==> src/rtl/code_tx_if.sv <==
// ---------------------------------------------------------------------------
// code_tx_if
// Bundles the request handshake, the station acknowledge and the serial
// line / status outputs of the code transmitter into one connection.
//
// Signals:
//   req_valid  controller asks for a code to be sent
//   code       4-bit user code, taken only when the request is accepted
//   req_ready  transmitter is idle and can take a request
//   ack        station acknowledge pulse
//   tx         serial line (idle high)
//   busy       transmitter is working on a request
//   done       one-cycle pulse, frame acknowledged
//   fail       one-cycle pulse, all attempts timed out
//   retry_cnt  retransmissions performed for the current request
//
// Modports:
//   master  controller / station side (drives req_valid, code, ack)
//   slave   transmitter side
// ---------------------------------------------------------------------------
interface code_tx_if;
   logic       req_valid;
   logic [3:0] code;
   logic       req_ready;
   logic       ack;
   logic       tx;
   logic       busy;
   logic       done;
   logic       fail;
   logic [1:0] retry_cnt;

   modport master (
      output req_valid, code, ack,
      input  req_ready, tx, busy, done, fail, retry_cnt
   );

   modport slave (
      input  req_valid, code, ack,
      output req_ready, tx, busy, done, fail, retry_cnt
   );
endinterface

==> src/rtl/code_tx.sv <==
// ---------------------------------------------------------------------------
// code_tx
// Sending end of the scan link. Takes a 4-bit user code from the token
// controller, frames it (start bit, 4 data bits LSB first, optional parity,
// stop bit), waits for the station acknowledge and retransmits the same
// latched code on timeout until the retry allowance is used up. Reports the
// outcome with a one-cycle done or fail pulse.
//
// Ports:
//   clk    system clock, rising edge
//   reset  asynchronous active-low reset
//   bus    code_tx_if.slave (req_valid, code, req_ready, ack, tx, busy,
//          done, fail, retry_cnt)
//
// Parameters:
//   CLKS_PER_BIT  clock cycles per serial bit (>= 1)
//   ACK_TIMEOUT   cycles to wait for ack after the stop bit (>= 1)
//   MAX_RETRY     retransmissions after the first attempt (0..3)
//
// Build option:
//   CODE_TX_PARITY_EN  when defined, an odd-parity bit of the latched code
//                      is sent between the data bits and the stop bit.
//                      The station receiver must be built the same way.
// ---------------------------------------------------------------------------
module code_tx #(
   parameter int CLKS_PER_BIT = 4,
   parameter int ACK_TIMEOUT  = 16,
   parameter int MAX_RETRY    = 2
) (
   input  logic       clk,
   input  logic       reset,
   code_tx_if.slave   bus
);

   localparam int BCW = (CLKS_PER_BIT > 1) ? $clog2(CLKS_PER_BIT) : 1;
   localparam int TCW = (ACK_TIMEOUT > 1) ? $clog2(ACK_TIMEOUT) : 1;
   localparam logic [BCW-1:0] BIT_LAST  = BCW'(CLKS_PER_BIT - 1);
   localparam logic [TCW-1:0] TO_LAST   = TCW'(ACK_TIMEOUT - 1);
   localparam logic [1:0]     RETRY_MAX = 2'(MAX_RETRY);

   // retry_cnt is only two bits wide, so more than three retries cannot be counted
   generate
      if (MAX_RETRY > 3 || MAX_RETRY < 0) begin : g_badRetry
         $error("code_tx: MAX_RETRY must be in 0..3");
      end
   endgenerate

   typedef enum logic [2:0] {
      IDLE,
      START,
      DATA,
`ifdef CODE_TX_PARITY_EN
      PARITY,
`endif
      STOP,
      WAIT_ACK,
      DONE,
      FAIL
   } state_t;

   state_t         r_state,  w_stateNext;
   logic [BCW-1:0] r_bitCnt, w_bitCntNext;
   logic [1:0]     r_bitIdx, w_bitIdxNext;
   logic [TCW-1:0] r_toCnt,  w_toCntNext;
   logic [3:0]     r_code,   w_codeNext;
   logic [1:0]     r_retry,  w_retryNext;
   logic           r_tx,     w_txNext;
   logic           w_bitLast;

   assign w_bitLast = (r_bitCnt == BIT_LAST);

   // State register plus all counters. tx is registered from the next-state
   // decode so the line changes on the same edge the state does, which puts
   // the first start-bit cycle right after the accept edge.
   always_ff @(posedge clk or negedge reset) begin
      if (!reset) begin
         r_state  <= IDLE;
         r_bitCnt <= '0;
         r_bitIdx <= '0;
         r_toCnt  <= '0;
         r_code   <= '0;
         r_retry  <= '0;
         r_tx     <= 1'b1;
      end else begin
         r_state  <= w_stateNext;
         r_bitCnt <= w_bitCntNext;
         r_bitIdx <= w_bitIdxNext;
         r_toCnt  <= w_toCntNext;
         r_code   <= w_codeNext;
         r_retry  <= w_retryNext;
         r_tx     <= w_txNext;
      end
   end

   // Next-state and counter decode. Every bit-timed state runs the bit
   // counter 0..CLKS_PER_BIT-1; WAIT_ACK runs the timeout counter instead.
   // An ack on the final timeout cycle is tested first so it wins over a
   // retry or a fail. Retransmission reuses r_code, never the live input.
   always_comb begin
      w_stateNext  = r_state;
      w_bitCntNext = r_bitCnt;
      w_bitIdxNext = r_bitIdx;
      w_toCntNext  = r_toCnt;
      w_codeNext   = r_code;
      w_retryNext  = r_retry;
      w_txNext     = 1'b1;

      case (r_state)
         IDLE: begin
            if (bus.req_valid) begin
               w_stateNext  = START;
               w_codeNext   = bus.code;
               w_retryNext  = '0;
               w_bitCntNext = '0;
            end
         end
         START: begin
            if (w_bitLast) begin
               w_stateNext  = DATA;
               w_bitCntNext = '0;
               w_bitIdxNext = '0;
            end else begin
               w_bitCntNext = r_bitCnt + BCW'(1);
            end
         end
         DATA: begin
            if (w_bitLast) begin
               w_bitCntNext = '0;
               if (r_bitIdx == 2'd3) begin
`ifdef CODE_TX_PARITY_EN
                  w_stateNext = PARITY;
`else
                  w_stateNext = STOP;
`endif
               end else begin
                  w_bitIdxNext = r_bitIdx + 2'd1;
               end
            end else begin
               w_bitCntNext = r_bitCnt + BCW'(1);
            end
         end
`ifdef CODE_TX_PARITY_EN
         PARITY: begin
            if (w_bitLast) begin
               w_stateNext  = STOP;
               w_bitCntNext = '0;
            end else begin
               w_bitCntNext = r_bitCnt + BCW'(1);
            end
         end
`endif
         STOP: begin
            if (w_bitLast) begin
               w_stateNext  = WAIT_ACK;
               w_bitCntNext = '0;
               w_toCntNext  = '0;
            end else begin
               w_bitCntNext = r_bitCnt + BCW'(1);
            end
         end
         WAIT_ACK: begin
            if (bus.ack) begin
               w_stateNext = DONE;
            end else if (r_toCnt == TO_LAST) begin
               if (r_retry < RETRY_MAX) begin
                  w_retryNext  = r_retry + 2'd1;
                  w_stateNext  = START;
                  w_bitCntNext = '0;
               end else begin
                  w_stateNext = FAIL;
               end
            end else begin
               w_toCntNext = r_toCnt + TCW'(1);
            end
         end
         DONE:    w_stateNext = IDLE;
         FAIL:    w_stateNext = IDLE;
         default: w_stateNext = IDLE;
      endcase

      case (w_stateNext)
         START:   w_txNext = 1'b0;
         DATA:    w_txNext = w_codeNext[w_bitIdxNext];
`ifdef CODE_TX_PARITY_EN
         PARITY:  w_txNext = ~^w_codeNext;
`endif
         default: w_txNext = 1'b1;
      endcase
   end

   // Status outputs decode straight from the state register
   assign bus.req_ready = (r_state == IDLE);
   assign bus.busy      = (r_state != IDLE);
   assign bus.done      = (r_state == DONE);
   assign bus.fail      = (r_state == FAIL);
   assign bus.retry_cnt = r_retry;
   assign bus.tx        = r_tx;

endmodule

==> src/flat_wrapper.sv <==
// flat-port wrapper written by rule: the top's interface ports become plain ports
module code_tx_flat 
#(
   parameter int CLKS_PER_BIT = 4,
   parameter int ACK_TIMEOUT  = 16,
   parameter int MAX_RETRY    = 2
)
  (clk, reset, bus_req_valid, bus_code, bus_ack, bus_req_ready, bus_tx, bus_busy, bus_done, bus_fail, bus_retry_cnt);
  code_tx_if bus_i ();
  input  logic clk;
  input  logic reset;
  input wire logic [$bits(bus_i.req_valid)-1:0] bus_req_valid;
  input wire logic [$bits(bus_i.code)-1:0] bus_code;
  input wire logic [$bits(bus_i.ack)-1:0] bus_ack;
  output wire logic [$bits(bus_i.req_ready)-1:0] bus_req_ready;
  output wire logic [$bits(bus_i.tx)-1:0] bus_tx;
  output wire logic [$bits(bus_i.busy)-1:0] bus_busy;
  output wire logic [$bits(bus_i.done)-1:0] bus_done;
  output wire logic [$bits(bus_i.fail)-1:0] bus_fail;
  output wire logic [$bits(bus_i.retry_cnt)-1:0] bus_retry_cnt;
  assign bus_i.req_valid = bus_req_valid;
  assign bus_i.code = bus_code;
  assign bus_i.ack = bus_ack;
  assign bus_req_ready = bus_i.req_ready;
  assign bus_tx = bus_i.tx;
  assign bus_busy = bus_i.busy;
  assign bus_done = bus_i.done;
  assign bus_fail = bus_i.fail;
  assign bus_retry_cnt = bus_i.retry_cnt;
  code_tx #(.CLKS_PER_BIT(CLKS_PER_BIT), .ACK_TIMEOUT(ACK_TIMEOUT), .MAX_RETRY(MAX_RETRY)) u_core (.clk(clk), .reset(reset), .bus(bus_i));
endmodule
==> config.mk <==
export PLATFORM = sky130hd
export DESIGN_NAME = code_tx_flat
export DESIGN_NICKNAME = d
export VERILOG_FILES = /design/src/rtl/code_tx_if.sv /design/src/rtl/code_tx.sv /design/src/flat_wrapper.sv
export SDC_FILE = /design/constraint.sdc
export NUM_CORES = 1
export LEC_CHECK = 0
export ABC_AREA = 0
export BUFFER_PORTS_ARGS = -buffer_cell sky130_fd_sc_hd__buf_2
export CORE_MARGIN = 4
export CORE_UTILIZATION = 50
export DETAILED_ROUTE_END_ITERATION = 7
export PLACE_DENSITY = 0.77
export SYNTH_ARGS = -nofsm -noshare
export SYNTH_HDL_FRONTEND = slang
export SYNTH_SLANG_ARGS = --single-unit
==> constraint.sdc <==
create_clock -name clk -period 2.1 [get_ports clk]
set_clock_uncertainty 0.2 [all_clocks]
set_input_delay 0.63 -clock clk [delete_from_list [all_inputs] [get_ports clk]]
set_output_delay 0.63 -clock clk [all_outputs]
set_load 0.005 [all_outputs]
==> run metrics <==
hold_buf cts 0; Port Buf Inserts 14; Post-DRT Antenna Nets 0; DP Cell Count 150; crit end category primary output; most frequent cells in the layout buf_4, dfrtp_1, buf_2; H-tree levels 1; Max Cap Violations 0; largest net degree at the start of global routing 19; Post-Syn Area ~0.0011 mm2; Placer Congestion 0.742; first-pass GRT wire length 4040 um; Syn. warnings 0; Iteration-0 DRC Markers 14; Seq cells post-synth 18; part of the cycle the worst path needs 106%; most numerous cell on the critical path buf_6; final slew viol count 0; IO Pins 15; Worst-Margin Slew around 0.4 ns; Crit Path Category flop to primary output; NetSw 0.683 mW; Top delay family on crit path flip-flops; initial antenna violation count 0; Leakage Power roughly 0.64 nW; share of cells above drive strength 1 42.9%; vias in the first global route 877; DIE AREA 0.00291 mm2; Die Y 54.0 um; Area Growth Syn to Fin 30.8%; Tmin final roughly 2.2 ns; total core area approximately 0.0020 mm2; Net Count, Synth approximately 110; Internal Power 1.18 mW; Yosys cell types 44; sw frac 36.6%; 1st-pass router iterations 6; vias 895; drt total wl approximately 2500 um; layout net count ~140; Root Buffer clkbuf_4; CP Launch Type flop; worst setup margin -0.131 ns; failing checks setup timing; Slew HR 73.3%; Layout Cells excl Fill 160; worst hold path class input port to asynchronous set/reset pin; CTS sink cnt 18; ranking of synthesized cells by area dfrtp_1, mux2_2, nor2_1, a22o_1, o21ai_0; Total GRT Usage 19.8%; maximum vdd ir drop 0.779 mV; Cells after Synth 101; Seq/Total Area, Yosys 42.8%; Total Power 1.87 mW; WL/cell 15.8 um; CTS buffer count 3; ant diodes 0; crit-path max cell delay between 0.4 and 0.5 ns; num rows 16; CTS tree yes; status finished, violations left; PwrDens 1350 mW/mm2; Max clock buf depth 2; CTS clk-pin slew, worst paths around 0.1 ns; Die X-Extent 54.0 um; Mean Syn Cell Area 10.5 um2; post-synth top area share approximately two fifths; vias per std cell approximately 5.6; WP data arrival 1.40 ns; Final Setup Violations 5; CP cell instances buf_6 > or3_4 > inv_2 > buf_6; Setup Slack @ Placement -0.296 ns; Slowest-stage cell, CP dfrtp_1; endpoints failing hold 0; clock share of power 11.6%; Buf/Inv on CP 3; Post-route DRC 0; Max Clk Rate ~0.45 GHz; Comb pwr share 57.4%; Reg power frac 31.1%; GRT overflow 0; CP max FO 2; CP Data Required Time 1.27 ns; RSZ-0062 raised after global routing true; leading area contributor after synthesis dfrtp_1; initial core utilization 53.3%; clk_lat worst skew about 0.3 ns
[repair_timing]
action | in CTS | in global routing
endpoints found under the setup margin | 3 | 10
setup buffers | 5 | 1
pin swaps | 4 | 0
resized for setup | 12 | 4
[flip-flops by register name, summed over array words and instances, names as in the netlist]
name / count
u_core.r_bitIdx: 2
u_core.r_toCnt: 4
u_core.r_state: 3
u_core.bus.tx: 1
u_core.bus.retry_cnt: 2
u_core.r_bitCnt: 2
u_core.r_code: 4
[worst reg2reg max path, stage by stage, from the launching register on]
cell and delay (ns):
dfrtp_1 0.44, buf_6 0.14, buf_4 0.16, or3b_4 0.43, o31ai_4 0.23, buf_4 0.17, mux2_4 0.29
[metrics by stage]
stage	utilization, %	area (um2)	setup TNS, ns	hold WS (ns)
after floorplan	-	1060	-0.0665	0.134
after global placement	62.4	1240	-0.233	0.278
after detailed placement	62.4	1240	-0.296	0.286
after CTS	68.1	1350	-0.355	0.0508
after global routing	69.7	1380	-0.665	0.0579
final	69.7	1380	-0.473	0.0352
[cell families after synthesis]
group | count (synthesis) | synth area share (%)
flops | 18 | 42.8
xor+xnor | 2 | 1.66
mux | 7 | 8.41
compound gates | 23 | 16.9
simple gates | 41 | 23.6
fa+ha+maj | 2 | 2.37
buf+inv | 8 | 4.27
[path summary, 6_finish.rpt]
check,start,to,slack (ns),cells after the start
max in group asynchronous,reset,u_core.bus.tx,1.34,1
setup / recovery,u_core.r_state[0],bus_req_ready,-0.13,4
setup reg to reg,u_core.r_state[0],u_core.r_toCnt[0],-0.08,6
hold / removal,reset,u_core.r_bitCnt[1],0.04,1
hold reg to reg,u_core.r_code[1],u_core.r_code[1],0.30,1
min in group clk,u_core.r_code[1],u_core.r_code[1],0.30,1
[power groups by stage]
stage | Sequential [mW] | Combinational, mW | Clock (mW)
global placement | 0.556 | 0.841 | 0
finish | 0.580 | 1.07 | 0.216
detailed placement | 0.571 | 0.881 | 0
global route | 0.590 | 1.17 | 0.232
CTS | 0.567 | 1.02 | 0.218
floorplan | 0.540 | 0.643 | 0
[metal layers]
| layer | global-route usage, % | vias up | routed length, um |
|---|---|---|---|
| met5 | 0 | - | 0 |
| met4 | 7.66 | 0 | 37 |
| met3 | 2.49 | 5 | 81 |
| met2 | 33.9 | 18 | 1290 |
| met1 | 25.1 | 437 | 1120 |
| li1 | - | 435 | - |
[cell type report]
type	instances	area, um2
repair buffers	34	241
inverters	2	7.51
well taps	27	33.8
multi-input cells	75	609
fillers	154	601
clock buffers	4	36.3
flip-flops and latches	18	453
[cell usage after synthesis, drive strengths merged]
cell type and instances:
a211oi 1, a21oi 3, a221o 1, a22o 4, a2bb2oi 2, a31oi 2, and2 1, and3 2
and3b 1, and4 1, and4bb 1, buf 5, clkbuf 1, dfrtp 17, dfstp 1, ha 2
inv 2, mux2 5, mux2i 1, mux4 1, nand2 6, nand2b 2, nand3 1, nand3b 1
nand4 3, nand4b 1, nor2 12, nor2b 3, nor3 1, nor4 1, nor4b 1, o21ai 8
o31a 1, o31ai 1, or3 1, or3b 2, xor2 2
No activity file was read; power rests on OpenSTA's default activity.
